`config.mk`:
```
export PLATFORM = sky130hd
export DESIGN_NAME = shot_sequencer
export DESIGN_NICKNAME = d
export VERILOG_FILES = /design/src/rtl/billiard_pkg.sv /design/src/rtl/rest_detector.sv /design/src/rtl/shot_sequencer.sv
export SDC_FILE = /design/constraint.sdc
export NUM_CORES = 1
export LEC_CHECK = 0
export ABC_AREA = 1
export CELL_PAD_IN_SITES_DETAIL_PLACEMENT = 1
export CELL_PAD_IN_SITES_GLOBAL_PLACEMENT = 1
export CORE_MARGIN = 4
export CORE_UTILIZATION = 28
export CTS_BUF_LIST = sky130_fd_sc_hd__clkbuf_2
export CTS_CLUSTER_SIZE = 8
export DETAILED_ROUTE_END_ITERATION = 10
export PLACE_DENSITY = 0.86
export SYNTH_ARGS = -nofsm -noshare
export SYNTH_HDL_FRONTEND = slang
export SYNTH_HIERARCHICAL = 1
export SYNTH_SLANG_ARGS = --single-unit
```
`constraint.sdc`:
```
create_clock -name clk -period 1.7 [get_ports clk]
set_input_delay 0.34 -clock clk [delete_from_list [all_inputs] [get_ports clk]]
set_output_delay 0.34 -clock clk [all_outputs]
set_load 0.02 [all_outputs]
```
`src/rtl/billiard_pkg.sv`:
```
// Shared types and defaults for the billiard turn controller and its helpers.
// Velocities are 11-bit two's complement, matching the ball mover datapath.
package billiard_pkg;

    typedef enum logic [2:0] {
        AIM    = 3'd0,
        FIRE   = 3'd1,
        ROLL   = 3'd2,
        SETTLE = 3'd3,
        OVER   = 3'd4
    } shot_state_t;

    typedef logic signed [10:0] vel_t;

    localparam int MAX_VEL_DEF     = 64;
    localparam int STOP_FRAMES_DEF = 4;
    localparam int MAX_SHOTS_DEF   = 15;

    // Symmetric signed clamp of one velocity component to +/-lim.
    function automatic vel_t clamp_vel(input vel_t v, input int lim);
        vel_t hi;
        vel_t lo;
        hi = vel_t'(lim);
        lo = vel_t'(-lim);
        if (v > hi)      return hi;
        else if (v < lo) return lo;
        else             return v;
    endfunction

endpackage

```
`src/rtl/rest_detector.sv`:
```
// Counts consecutive frames with both balls stationary; the first frame after
// a clear is skipped because the white mover picks up its cue velocity late.
module rest_detector
    import billiard_pkg::*;
#(
    parameter int STOP_FRAMES = STOP_FRAMES_DEF
) (
    input  logic clk,
    input  logic resetN,
    input  vel_t whiteVelX,
    input  vel_t whiteVelY,
    input  vel_t redVelX,
    input  vel_t redVelY,
    input  logic startOfFrame,
    input  logic clear,
    output logic atRest
);

    localparam int CW = $clog2(STOP_FRAMES + 1);
    localparam logic [CW-1:0] STOP_CNT = CW'(STOP_FRAMES);

    logic [CW-1:0] rest_cnt;
    logic          skip_frame;
    logic          all_zero;

    assign all_zero = (whiteVelX == '0) && (whiteVelY == '0) &&
                      (redVelX == '0)   && (redVelY == '0);

    // NOTE: sequential state uses non-blocking (<=) so every flop samples pre-edge values.
    always_ff @(posedge clk or negedge resetN) begin
        if (!resetN) begin
            rest_cnt   <= '0;
            skip_frame <= 1'b1;
        end else if (clear) begin
            rest_cnt   <= '0;
            skip_frame <= 1'b1;
        end else if (startOfFrame) begin
            if (skip_frame)
                skip_frame <= 1'b0;
            else if (!all_zero)
                rest_cnt <= '0;
            else if (rest_cnt != STOP_CNT)
                rest_cnt <= rest_cnt + CW'(1);
        end
    end

    assign atRest = (rest_cnt == STOP_CNT);

endmodule

```
`src/rtl/shot_sequencer.sv`:
```
// Turn-level controller: aim, fire clamped cue velocity, roll until rest,
// settle pockets into score/respawns, and end the game after the last shot.
module shot_sequencer
    import billiard_pkg::*;
#(
    parameter int STOP_FRAMES = STOP_FRAMES_DEF,
    parameter int MAX_SHOTS   = MAX_SHOTS_DEF,
    parameter int MAX_VEL     = MAX_VEL_DEF
) (
    input  logic       clk,
    input  logic       resetN,
    input  logic       startOfFrame,
    input  logic       shotReq,
    input  vel_t       cueVelX,
    input  vel_t       cueVelY,
    input  vel_t       whiteBallVelX,
    input  vel_t       whiteBallVelY,
    input  vel_t       redBallVelX,
    input  vel_t       redBallVelY,
    input  logic       whiteBallHoleHit,
    input  logic       redBallHoleHit,
    output logic       aimEnable,
    output logic       loadCueVel,
    output vel_t       cueVelXOut,
    output vel_t       cueVelYOut,
    output logic       motionEnable,
    output logic       respawnWhite,
    output logic       respawnRed,
    output logic [7:0] score,
    output logic [3:0] shotsLeft,
    output logic       gameOver,
    output logic [2:0] stateDbg
);

    shot_state_t state, next_state;
    logic        shot_req_q;
    logic        white_potted, red_potted;
    logic        at_rest;
    logic        shot_rise, pot_white, pot_red, settle_go;
    logic [7:0]  score_next;

    assign shot_rise = shotReq & ~shot_req_q;
    // Include this cycle's hit so a pot coinciding with the final rest frame counts.
    assign pot_white = white_potted | whiteBallHoleHit;
    assign pot_red   = red_potted | redBallHoleHit;

    rest_detector #(.STOP_FRAMES(STOP_FRAMES)) u_rest (
        .clk         (clk),
        .resetN      (resetN),
        .whiteVelX   (whiteBallVelX),
        .whiteVelY   (whiteBallVelY),
        .redVelX     (redBallVelX),
        .redVelY     (redBallVelY),
        .startOfFrame(startOfFrame),
        .clear       (state != ROLL),
        .atRest      (at_rest)
    );

    // NOTE: every always_comb output gets a default first so no path infers a latch.
    always_comb begin
        next_state = state;
        score_next = score;
        unique case (state)
            AIM:     if (shot_rise && shotsLeft != 4'd0) next_state = FIRE;
            FIRE:    next_state = ROLL;
            ROLL:    if (at_rest) next_state = SETTLE;
            SETTLE:  next_state = (shotsLeft == 4'd0) ? OVER : AIM;
            OVER:    next_state = OVER;
            default: next_state = AIM;
        endcase
        settle_go = (state == ROLL) && (next_state == SETTLE);
        if (settle_go) begin
            if (pot_red && !pot_white && score != 8'hFF)
                score_next = score + 8'd1;
            else if (pot_white && !pot_red && score != 8'h00)
                score_next = score - 8'd1;
        end
    end

    // Outputs are decoded from next_state so they are registered yet line up with state.
    always_ff @(posedge clk or negedge resetN) begin
        if (!resetN) begin
            state        <= AIM;
            shot_req_q   <= 1'b0;
            white_potted <= 1'b0;
            red_potted   <= 1'b0;
            aimEnable    <= 1'b1;
            loadCueVel   <= 1'b0;
            cueVelXOut   <= '0;
            cueVelYOut   <= '0;
            motionEnable <= 1'b0;
            respawnWhite <= 1'b0;
            respawnRed   <= 1'b0;
            score        <= 8'd0;
            shotsLeft    <= 4'(MAX_SHOTS);
            gameOver     <= 1'b0;
        end else begin
            state        <= next_state;
            shot_req_q   <= shotReq;
            white_potted <= (state == ROLL) ? pot_white : 1'b0;
            red_potted   <= (state == ROLL) ? pot_red : 1'b0;
            aimEnable    <= (next_state == AIM);
            loadCueVel   <= (next_state == FIRE);
            cueVelXOut   <= (next_state == FIRE) ? clamp_vel(cueVelX, MAX_VEL) : '0;
            cueVelYOut   <= (next_state == FIRE) ? clamp_vel(cueVelY, MAX_VEL) : '0;
            motionEnable <= (next_state == ROLL);
            respawnWhite <= settle_go & pot_white;
            respawnRed   <= settle_go & pot_red;
            score        <= score_next;
            if (state == AIM && next_state == FIRE)
                shotsLeft <= shotsLeft - 4'd1;
            gameOver     <= (next_state == OVER);
        end
    end

    assign stateDbg = state;

endmodule

```
==> qor.txt, run 1 <==
CTS tree - done
synth cell count leaders - nand2_1 (77), nor2_1 (66), inv_1 (49)
Switching Power - 0.5082 mW
Die Wd - 106.4 microns
clk root buf - clkbuf_2
R2R Path Start - white_potted$_DFF_PN0_
post-placement cell count - 608
Clock H-tree levels - 2
combinational power share - 13.6%
hold slack - 0.3394 ns
Slew @ Worst Pin - 0.4392 ns
global-route wire length before repair - 13,070 microns
final instance area - 4398 sq um
Syn Inst Count - 334
Tot GR Track Use - 14.20%
crit-path max FO - 8
Tmin final - 1.917 ns
worst hold path class - input pin to flop
worst vdd ir - 0.2341 mV
post-DR vias/cell - 4.369
Final period util - 112.8%
DIE HEIGHT - 106.4 microns
count leader, synth - nand2_1
Row Count - 35
flop2flop setup slack - -0.22 ns
Hold Path Origin - shotReq
Fillers - 1,120
syn_area_per_cell - 8.114 sq um
largest net degree at the start of global routing - 51
placement-stage cell area - 4332 sq um
Buffers on Ports - 114
Final Setup Violations - 6
setup slack after layout - -0.2172 ns
FF-to-FF path depth - 11
Remaining DRCs - 0
Int Pwr - 1.638 mW
Clock power frac - 30.8%
Post-Route Skew - 0.01774 ns
number of global-route vias before repair - 2,832
CP max-delay cell - dfrtp_1
Pwr Density - 488.0 nW/um^2
synth unique cells - 29
clock latency at the later pin of the worst-skew pair - 0.44 ns
most frequent CP cell - nand2_1
Final Max Tran Viols - 0
Cell Count, Final, Fillers Out - 623
Num CTS Buffers - 5
Initial Utilization - 29.05%
number of max-cap violations - 0
Post-Route WL - 8165 microns
Ports - 115
CP cell instances - or2_4, nor2_4, nand2_8, ha_4, nand2_2, or2_1, nand3_1, nand2_1, nand2_1, nand2_1, nand2_1
prevailing post-synth register cell - dfrtp_1
CP endpoint kind - flop
Startpoint Class - flop
Vias - 2,722
Post-Syn Area - 2710 sq um
area of the multi-input gates - 1366 sq um
top cell type's share of synthesized area - 40.63%
ys async rst share - 100.0%
Crit path max-delay family - simple AND/OR/NAND/NOR gates
storage element area - 1270 sq um
WS Path Type - flop to flop
failing checks - negative setup slack
Levels on crit path - 11
n_diodes - 0
DRT Pass-1 Iters - 4
status - complete, but fails checks
total grt overflow - 0
Post-Syn Nets - 418
share of cells above drive strength 1 - 23.48%
Critical Path AT - 2.30 ns
DPL Wire Length - 6863 microns
dominant cells by area after synthesis - dfrtp_1 (41%), nand2_1 (11%), nor2_1 (9.1%)
Synth Warn # - 6
part of the power in registers - 55.7%
fmax - 521.6 MHz
worst path bufs/invs - 0
Synth-to-Final Area Change - 62.28%
DRT antenna net count - 0
Clk pin slew, worst setup/hold paths - 0.27 ns
flops & latches, synth - 50
final hold violation count - 0
drt wl/cell - 13.11 microns
Hold Crit Depth - 1
Die Footprint - 11,320 sq um
CP max stage delay - 0.44 ns
core area - 9328 sq um
initial antenna violation count - 0
switching share of total power - 23.68%
gpl congestion - 0.8579
number of flops mapped to enable cells by yosys - 0
sequential area share after synthesis - 46.45%
Setup WS pre-CTS - -0.5922 ns
Hold Crit Endpoint - shot_req_q$_DFF_PN0_
largest area contributor in the netlist - dfrtp_1
CP Data Required Time - 2.09 ns
slew margin rel. - 70.49%
Net count, final - 577
FF-to-FF End - score[6]$_DFFE_PN0P_
clk buf depth - 2
P_leak - 2.257 nW
First DRT Iteration DRCs - 53
RSZ-0062 raised after global routing - true
clock sinks - 50
Final Util - 47.15%
-- state kept, by name, summed over array words and instances (netlist names) --
| register | count |
|---|---|
| loadCueVel | 1 |
| red_potted | 1 |
| gameOver | 1 |
| shot_req_q | 1 |
| respawnRed | 1 |
| u_rest/rest_cnt | 3 |
| cueVelXOut | 11 |
| cueVelYOut | 11 |
| stateDbg | 3 |
| motionEnable | 1 |
| aimEnable | 1 |
| white_potted | 1 |
| score | 8 |
| respawnWhite | 1 |
| u_rest/skip_frame | 1 |
| shotsLeft | 4 |
-- timing repair --
| item | CTS | global route |
|---|---|---|
| setup endpoints to repair | 49 | 21 |
| gates resized for setup | 76 | 18 |
| endpoints found under the hold margin | 44 | 0 |
| setup buffers | 3 | 3 |
| hold buffers | 1 | 0 |
| pin swaps | 3 | 3 |
-- cells in the final DEF (no fill, tap or decap), types with 2 or more instances in the layout --
master / netlist / routed
buf_2: 0 / 13
inv_6: 1 / 2
inv_1: 49 / 49
and2_1: 2 / 2
buf_4: 0 / 36
nor2_2: 3 / 4
clkdlybuf4s50_1: 0 / 70
nand3_1: 12 / 11
nand3_2: 2 / 3
nor3_1: 6 / 6
nand2_2: 5 / 11
nand3_4: 2 / 2
dlygate4sd2_1: 0 / 29
o21ai_1: 3 / 3
o21ai_0: 3 / 3
o21ai_2: 3 / 3
dfstp_2: 6 / 6
xnor2_1: 2 / 2
xor2_1: 6 / 6
nand2_1: 77 / 71
nor2_1: 66 / 65
ha_1: 11 / 6
a21oi_2: 0 / 3
clkbuf_2: 0 / 6
dfrtp_2: 0 / 9
nor2_4: 3 / 3
a21oi_1: 11 / 8
dfrtp_1: 44 / 35
ha_4: 0 / 5
nand4_1: 9 / 9
-- cell type report --
type / count / share of cell area [%]
inverter: 50 / 4.381
multi-input combinational: 234 / 31.07
timing repair buffer: 152 / 30.36
clock buffer: 5 / 0.5690
sequential: 50 / 28.88
clock inverter: 3 / 1.081
tap: 129 / 3.670
-- through the flow --
step / setup TNS [ns] / power, mW
CTS: -1.048 / 2.192
global placement: -4.295 / 1.497
detailed placement: -5.582 / 1.507
floorplan: -0.3241 / 1.273
global route: -1.627 / 2.268
finish: -1.012 / 2.146
-- cells by family (layout without fill, tap and decap cells) --
kind of cell	count (synthesis)	after routing	synth area share, %
AND/OR/NAND/NOR	193	193	33.33
XOR/XNOR	8	8	2.586
adder cells (fa/ha/maj)	12	12	5.817
AO/OA/AOI/OAI	21	21	4.709
buffers and inverters	50	210	7.110
flip-flops	50	50	46.45
-- layer usage --
layer	wire, microns	vias up	global-route usage [%]	share of wire [%]
met5	0	-	0	0
met4	82	0	3.885	1.0
met2	4557	59	27.01	56
met1	3182	1307	16.10	39
li1	-	1350	-	-
met3	342	6	2.550	4.2
-- worst max-delay path by stage --
stage | slack (ns) | endpoint | startpoint
global placement | -0.50 | score[4]$_DFFE_PN0P_ | whiteBallHoleHit
floorplan | -0.09 | score[5]$_DFFE_PN0P_ | score[6]$_DFFE_PN0P_
finish | -0.22 | score[6]$_DFFE_PN0P_ | white_potted$_DFF_PN0_
global route | -0.33 | score[6]$_DFFE_PN0P_ | white_potted$_DFF_PN0_
CTS | -0.23 | score[6]$_DFFE_PN0P_ | white_potted$_DFF_PN0_
detailed placement | -0.59 | score[6]$_DFFE_PN0P_ | whiteBallHoleHit
-- power groups by stage --
stage	clock network (mW)	logic (mW)	registers, mW
2_1_floorplan	0	0.0596	1.21
3_3_place_gp	0	0.283	1.21
3_5_place_dp	0	0.294	1.21
4_1_cts	0.700	0.296	1.20
5_1_grt	0.752	0.319	1.20
6_report	0.660	0.291	1.19
Power figures use the tool's default switching activity.
==> run 2, diff against run 1 <==
--- a/config.mk
+++ b/config.mk
@@ -8,7 +8,6 @@
 export ABC_AREA = 1
 export CELL_PAD_IN_SITES_DETAIL_PLACEMENT = 1
 export CELL_PAD_IN_SITES_GLOBAL_PLACEMENT = 1
-export CORE_MARGIN = 4
 export CORE_UTILIZATION = 28
 export CTS_BUF_LIST = sky130_fd_sc_hd__clkbuf_2
 export CTS_CLUSTER_SIZE = 8
==> qor.txt, run 2 (synthesized netlist as in run 1, its figures left out) <==
post-DR vias/cell - 4.361
Buffers on Ports - 114
global-route wire length before repair - 13,860 microns
Row Count - 35
Pwr Density - 460.1 nW/um^2
share of cells above drive strength 1 - 26.06%
DRT antenna net count - 0
DPL Wire Length - 6573 microns
clock latency at the later pin of the worst-skew pair - 0.46 ns
Final Max Tran Viols - 0
Slew @ Worst Pin - 0.3532 ns
core area - 9328 sq um
clk buf depth - 2
Vias - 2,721
largest net degree at the start of global routing - 51
Die Wd - 100.4 microns
worst vdd ir - 0.3574 mV
most frequent cells in the layout - clkdlybuf4s50_1 (70), nand2_1 (68), nor2_1 (63), inv_1 (49), buf_4 (36)
Final period util - 115.2%
clk root buf - clkbuf_2
Ports - 115
Tmin final - 1.958 ns
WS Path Type - flop to flop
Post-Route Skew - 0.03936 ns
drt wl/cell - 13.18 microns
DRT Pass-1 Iters - 4
CP Data Required Time - 2.06 ns
failing checks - negative setup slack
number of max-cap violations - 0
CTS tree - done
fmax - 510.6 MHz
crit-path max FO - 8
worst hold path class - input pin to flop
Net count, final - 578
DIE HEIGHT - 100.4 microns
CP endpoint kind - flop
final hold violation count - 0
First DRT Iteration DRCs - 71
Startpoint Class - flop
Post-Route WL - 8226 microns
Pwr Total - 2.042 mW
RSZ-0062 raised after global routing - true
Clk pin slew, worst setup/hold paths - 0.32 ns
Tot GR Track Use - 17.26%
Die Footprint - 10,080 sq um
total grt overflow - 0
number of global-route vias before repair - 3,064
clock sinks - 50
Remaining DRCs - 0
Initial Utilization - 29.05%
slew margin rel. - 76.27%
Final Setup Violations - 6
Top Registers - cueVelXOut (11), cueVelYOut (11), score (8)
most common cell after layout, fill and taps aside - clkdlybuf4s50_1
Num CTS Buffers - 5
initial antenna violation count - 0
hold slack - 0.2963 ns
status - complete, but fails checks
setup slack after layout - -0.2583 ns
Critical Path AT - 2.31 ns
gpl congestion - 0.8286
Clock H-tree levels - 2
n_diodes - 0
Synth-to-Final Area Change - 63.80%
P_leak - 2.257 nW
[run 2: final timing paths]
path | start | to | slack [ns] | depth (start not counted)
worst max-delay path | white_potted$_DFF_PN0_ | score[7]$_DFFE_PN0P_ | -0.26 | 12
worst min-delay path | shotReq | shot_req_q$_DFF_PN0_ | 0.30 | 1
worst max register to register | white_potted$_DFF_PN0_ | score[7]$_DFFE_PN0P_ | -0.26 | 12
worst min register to register | u_rest/skip_frame$_DFFE_PN1P_ | u_rest/skip_frame$_DFFE_PN1P_ | 0.49 | 2
max in group asynchronous | resetN | u_rest/skip_frame$_DFFE_PN1P_ | 1.04 | 3
min in group asynchronous | resetN | cueVelXOut[9]$_DFF_PN0_ | 0.34 | 3
[run 2: stage by stage]
| step | area, sq um | cells | TNS [ns] | setup WS, ns | util, % |
|---|---|---|---|---|---|
| after floorplan | 2789 | 334 | -0.3241 | -0.09081 | - |
| after global routing | 4439 | 624 | -1.779 | -0.3562 | 47.59 |
| after detailed placement | 4309 | 605 | -6.369 | -0.6117 | 46.20 |
| final | 4439 | 624 | -1.139 | -0.2583 | 47.59 |
| after global placement | 4309 | 605 | -4.231 | -0.5306 | 46.20 |
| after CTS | 4379 | 620 | -0.9951 | -0.2348 | 46.95 |
[run 2: critical path, cell delays in order, from the launching register on]
cell,delay (ns)
dfrtp_1,0.44
or2_4,0.24
nor2_4,0.18
nand2_8,0.12
ha_4,0.27
a21oi_2,0.13
nand2_2,0.11
nand2_1,0.07
nand3_1,0.08
nand2_1,0.09
nand2_1,0.05
nand2_1,0.06
nand2_1,0.05
[run 2: power breakdown]
group | switching (mW) | total [mW] | leakage (nW) | internal, mW
clock network | 0.435 | 0.555 | 0.0351 | 0.120
logic | 0.109 | 0.292 | 1.58 | 0.183
registers | 0.000268 | 1.20 | 0.639 | 1.20
total | 0.544 | 2.04 | 2.26 | 1.50
[run 2: repair_timing]
| item | 4_1_cts | 5_1_grt |
|---|---|---|
| cloned | 0 | 0 |
| endpoints found under the hold margin | 44 | 0 |
| setup buffers | 6 | 4 |
| resized for setup | 75 | 32 |
| pin swaps | 1 | 8 |
| hold buffers | 1 | 0 |
| setup endpoints to repair | 49 | 37 |
[run 2: area by class of cell]
cell class / count / area, sq um
fillers: 1139 / 4888
multi-input cells: 234 / 1414
well taps: 129 / 161.4
repair buffers: 153 / 1348
flip-flops and latches: 50 / 1270
clock buffers: 5 / 25.02
inverters: 50 / 192.7
clock inverters: 3 / 28.78
[run 2: metal layers]
| metal | vias to the layer above | track usage [%] | share of wire, % |
|---|---|---|---|
| li1 | 1352 | - | - |
| met1 | 1304 | 18.53 | 38 |
| met2 | 60 | 34.72 | 58 |
| met3 | 5 | 3.203 | 3.9 |
| met4 | 0 | 3.344 | 0.79 |
| met5 | - | 0 | 0 |
==> run 3, diff against run 2 <==
--- a/config.mk
+++ b/config.mk
@@ -5,10 +5,9 @@
 export SDC_FILE = /design/constraint.sdc
 export NUM_CORES = 1
 export LEC_CHECK = 0
-export ABC_AREA = 1
 export CELL_PAD_IN_SITES_DETAIL_PLACEMENT = 1
 export CELL_PAD_IN_SITES_GLOBAL_PLACEMENT = 1
-export CORE_UTILIZATION = 28
+export CORE_UTILIZATION = 29
 export CTS_BUF_LIST = sky130_fd_sc_hd__clkbuf_2
 export CTS_CLUSTER_SIZE = 8
 export DETAILED_ROUTE_END_ITERATION = 10
==> qor.txt, run 3 <==
number of max-cap violations - 0
failing checks - negative setup slack
most frequent cells in the layout - clkdlybuf4s50_1 (70), buf_4 (59), dfrtp_1 (33), dlygate4sd2_1 (28), nor2_1 (17)
ys async rst share - 100.0%
post-DR vias/cell - 4.755
part of the power in registers - 55.2%
CP max stage delay - 0.48 ns
R2R Path Start - score[3]$_DFFE_PN0P_
Switching Power - 0.6054 mW
count leader, synth - dfrtp_1
Post-Synth XOR/XNOR Area - 3.799%
Die Footprint - 9123 sq um
gpl congestion - 0.8044
top cell type's share of synthesized area - 43.41%
worst hold path class - input pin to flop
n_diodes - 0
most frequent CP cell - buf_4
final hold violation count - 0
total grt overflow - 0
post-synthesis simple-gate area fraction - 25.56%
Synth Warn # - 6
Crit path max-delay family - compound AO/OA/AOI/OAI gates
dominant cells by area after synthesis - dfrtp_1 (43%), dfstp_2 (6.2%), ha_1 (5.4%)
hold slack - 0.3489 ns
Num CTS Buffers - 5
DRT Pass-1 Iters - 4
worst path bufs/invs - 2
Die Wd - 95.52 microns
CTS tree - done
First DRT Iteration DRCs - 34
slew margin rel. - 68.25%
Slew @ Worst Pin - 0.4719 ns
fmax - 409.7 MHz
DRT antenna net count - 0
DPL Wire Length - 6203 microns
core area - 8341 sq um
Vias - 2,444
clock latency at the later pin of the worst-skew pair - 0.43 ns
clock sinks - 50
drt wl/cell - 15.96 microns
wl on met1 - 3023 microns
flops & latches, synth - 50
crit-path max FO - 6
post-placement cell count - 488
CP Data Required Time - 2.07 ns
final instance area - 4564 sq um
Post-Route WL - 8206 microns
Clock power frac - 22.8%
worst vdd ir - 0.2373 mV
prevailing post-synth register cell - dfrtp_1
number of flops mapped to enable cells by yosys - 0
Int Pwr - 1.593 mW
switching share of total power - 27.54%
largest family of logic cells by synthesized area - simple AND/OR/NAND/NOR gates
CP max-delay cell - dfrtp_2
Cell Count, Final, Fillers Out - 514
Post-Syn Area - 2536 sq um
Levels on crit path - 10
Tmin final - 2.441 ns
CP cell instances - nand4_1, o221ai_4, buf_4, buf_4, fa_2, a21oi_4, o211ai_1, a21oi_1, xnor2_1, mux2_2
Final Setup Violations - 13
CP Capture Point - score[6]$_DFFE_PN0P_
status - complete, but fails checks
Buffers on Ports - 114
number of global-route vias before repair - 2,822
Critical Path AT - 2.81 ns
most common cell after layout, fill and taps aside - clkdlybuf4s50_1
P_leak - 2.157 nW
Clock H-tree levels - 2
FF-to-FF path depth - 10
clk buf depth - 2
setup slack after layout - -0.7411 ns
DR top layer - met4
combinational power share - 22.1%
CP Launch Point - score[3]$_DFFE_PN0P_
FF-to-FF End - score[6]$_DFFE_PN0P_
synth cell count leaders - dfrtp_1 (44), nor2_1 (21), and2_1 (12), nand2_1 (12)
largest net degree at the start of global routing - 51
global-route wire length before repair - 13,120 microns
Row Count - 33
Synth-to-Final Area Change - 79.97%
Setup WS pre-CTS - -1.048 ns
Syn Inst Count - 222
flop2flop setup slack - -0.74 ns
Tot GR Track Use - 18.71%
WS Path Type - flop to flop
Clk pin slew, worst setup/hold paths - 0.29 ns
Post-Route Skew - 0.03035 ns
Adder-Cell Fraction of Synth Area - 6.216%
largest area contributor in the netlist - dfrtp_1
Final period util - 143.6%
Top Registers - cueVelXOut (11), cueVelYOut (11), score (8)
Startpoint Class - flop
share of cells above drive strength 1 - 39.85%
Initial Utilization - 30.41%
Net count, final - 492
Post-Syn Nets - 306
Final Max Tran Viols - 0
DIE HEIGHT - 95.52 microns
sequential area share after synthesis - 49.63%
initial antenna violation count - 0
placement-stage cell area - 4245 sq um
wire length on met2 - 4535 microns
synth unique cells - 47
CP endpoint kind - flop
Remaining DRCs - 0
Pwr Density - 481.6 nW/um^2
met3 WL post-DR - 590 microns
syn_area_per_cell - 11.42 sq um
clk root buf - clkbuf_2
Ports - 115
RSZ-0062 raised after global routing - true
compound-cell area share of the yosys netlist - 9.768%
mux share of post-synthesis cell area - 3.059%
==> run 3: cell types whose count changed in the layout (fill, tap and decap cells not counted), sizes merged, moves of 10 or more <==
cell,before,now
nand2,84,12
nor2,72,21
inv,51,12
buf,50,80
nand3,16,2
nor4,0,14
and2,2,12
==> run 3: cell type report <==
class                   instances  area, sq um
fillers                       894         3776
multi-input cells             159         1474
repair buffers                181         1600
clock inverters                 3        20.02
inverters                      11        41.29
well taps                     105        131.4
flip-flops and latches         50         1272
clock buffers                   5        25.02
==> run 3: timing repair <==
item                                    in CTS  in global routing
setup buffers                               11                  9
endpoints found under the setup margin      69                 41
hold endpoints to repair                    44                  0
gates cloned                                 0                  0
gates resized for setup                     95                 47
pin swaps                                   15                 16
hold buffers                                 1                  0
==> run 3: per-layer routing <==
metal	track usage, %	vias up
li1	-	1168
met1	18.95	1187
met2	37.98	81
met3	5.343	8
met4	2.612	0
met5	0	-
==> run 3: worst min path at each step <==
| stage | from | to | cells past startpoint |
|---|---|---|---|
| 4_1_cts | shotReq | shot_req_q$_DFF_PN0_ | 1 |
| 5_1_grt | shotReq | shot_req_q$_DFF_PN0_ | 1 |
| 2_1_floorplan | resetN | cueVelXOut[0]$_DFF_PN0_ | 0 |
| 6_report | shotReq | shot_req_q$_DFF_PN0_ | 1 |
| 3_5_place_dp | resetN | white_potted$_DFF_PN0_ | 2 |
| 3_3_place_gp | resetN | respawnWhite$_DFF_PN0_ | 2 |
==> run 3: cells by family (layout without fill, tap and decap cells) <==
kind of cell,Yosys count,in the layout
AO/OA/AOI/OAI,32,32
XOR/XNOR,11,11
adder cells (fa/ha/maj),12,12
buffers and inverters,13,200
flip-flops,50,50
multiplexers,7,7
AND/OR/NAND/NOR,97,97
==> run 3: power groups by stage <==
stage | Combinational [mW] | Sequential, mW | Clock [mW]
floorplan | 0.106 | 1.25 | 0
global placement | 0.435 | 1.23 | 0
detailed placement | 0.453 | 1.23 | 0
CTS | 0.478 | 1.21 | 0.521
global route | 0.526 | 1.21 | 0.577
finish | 0.485 | 1.21 | 0.501
==> run 3: stage by stage <==
| stage | power, mW | setup TNS [ns] | utilization, % |
|---|---|---|---|
| after global routing | 2.318 | -5.974 | 54.73 |
| after detailed placement | 1.684 | -15.86 | 50.90 |
| after floorplan | 1.357 | -2.634 | - |
| final | 2.198 | -4.446 | 54.73 |
| after CTS | 2.212 | -3.347 | 53.32 |
| after global placement | 1.665 | -14.02 | 50.90 |
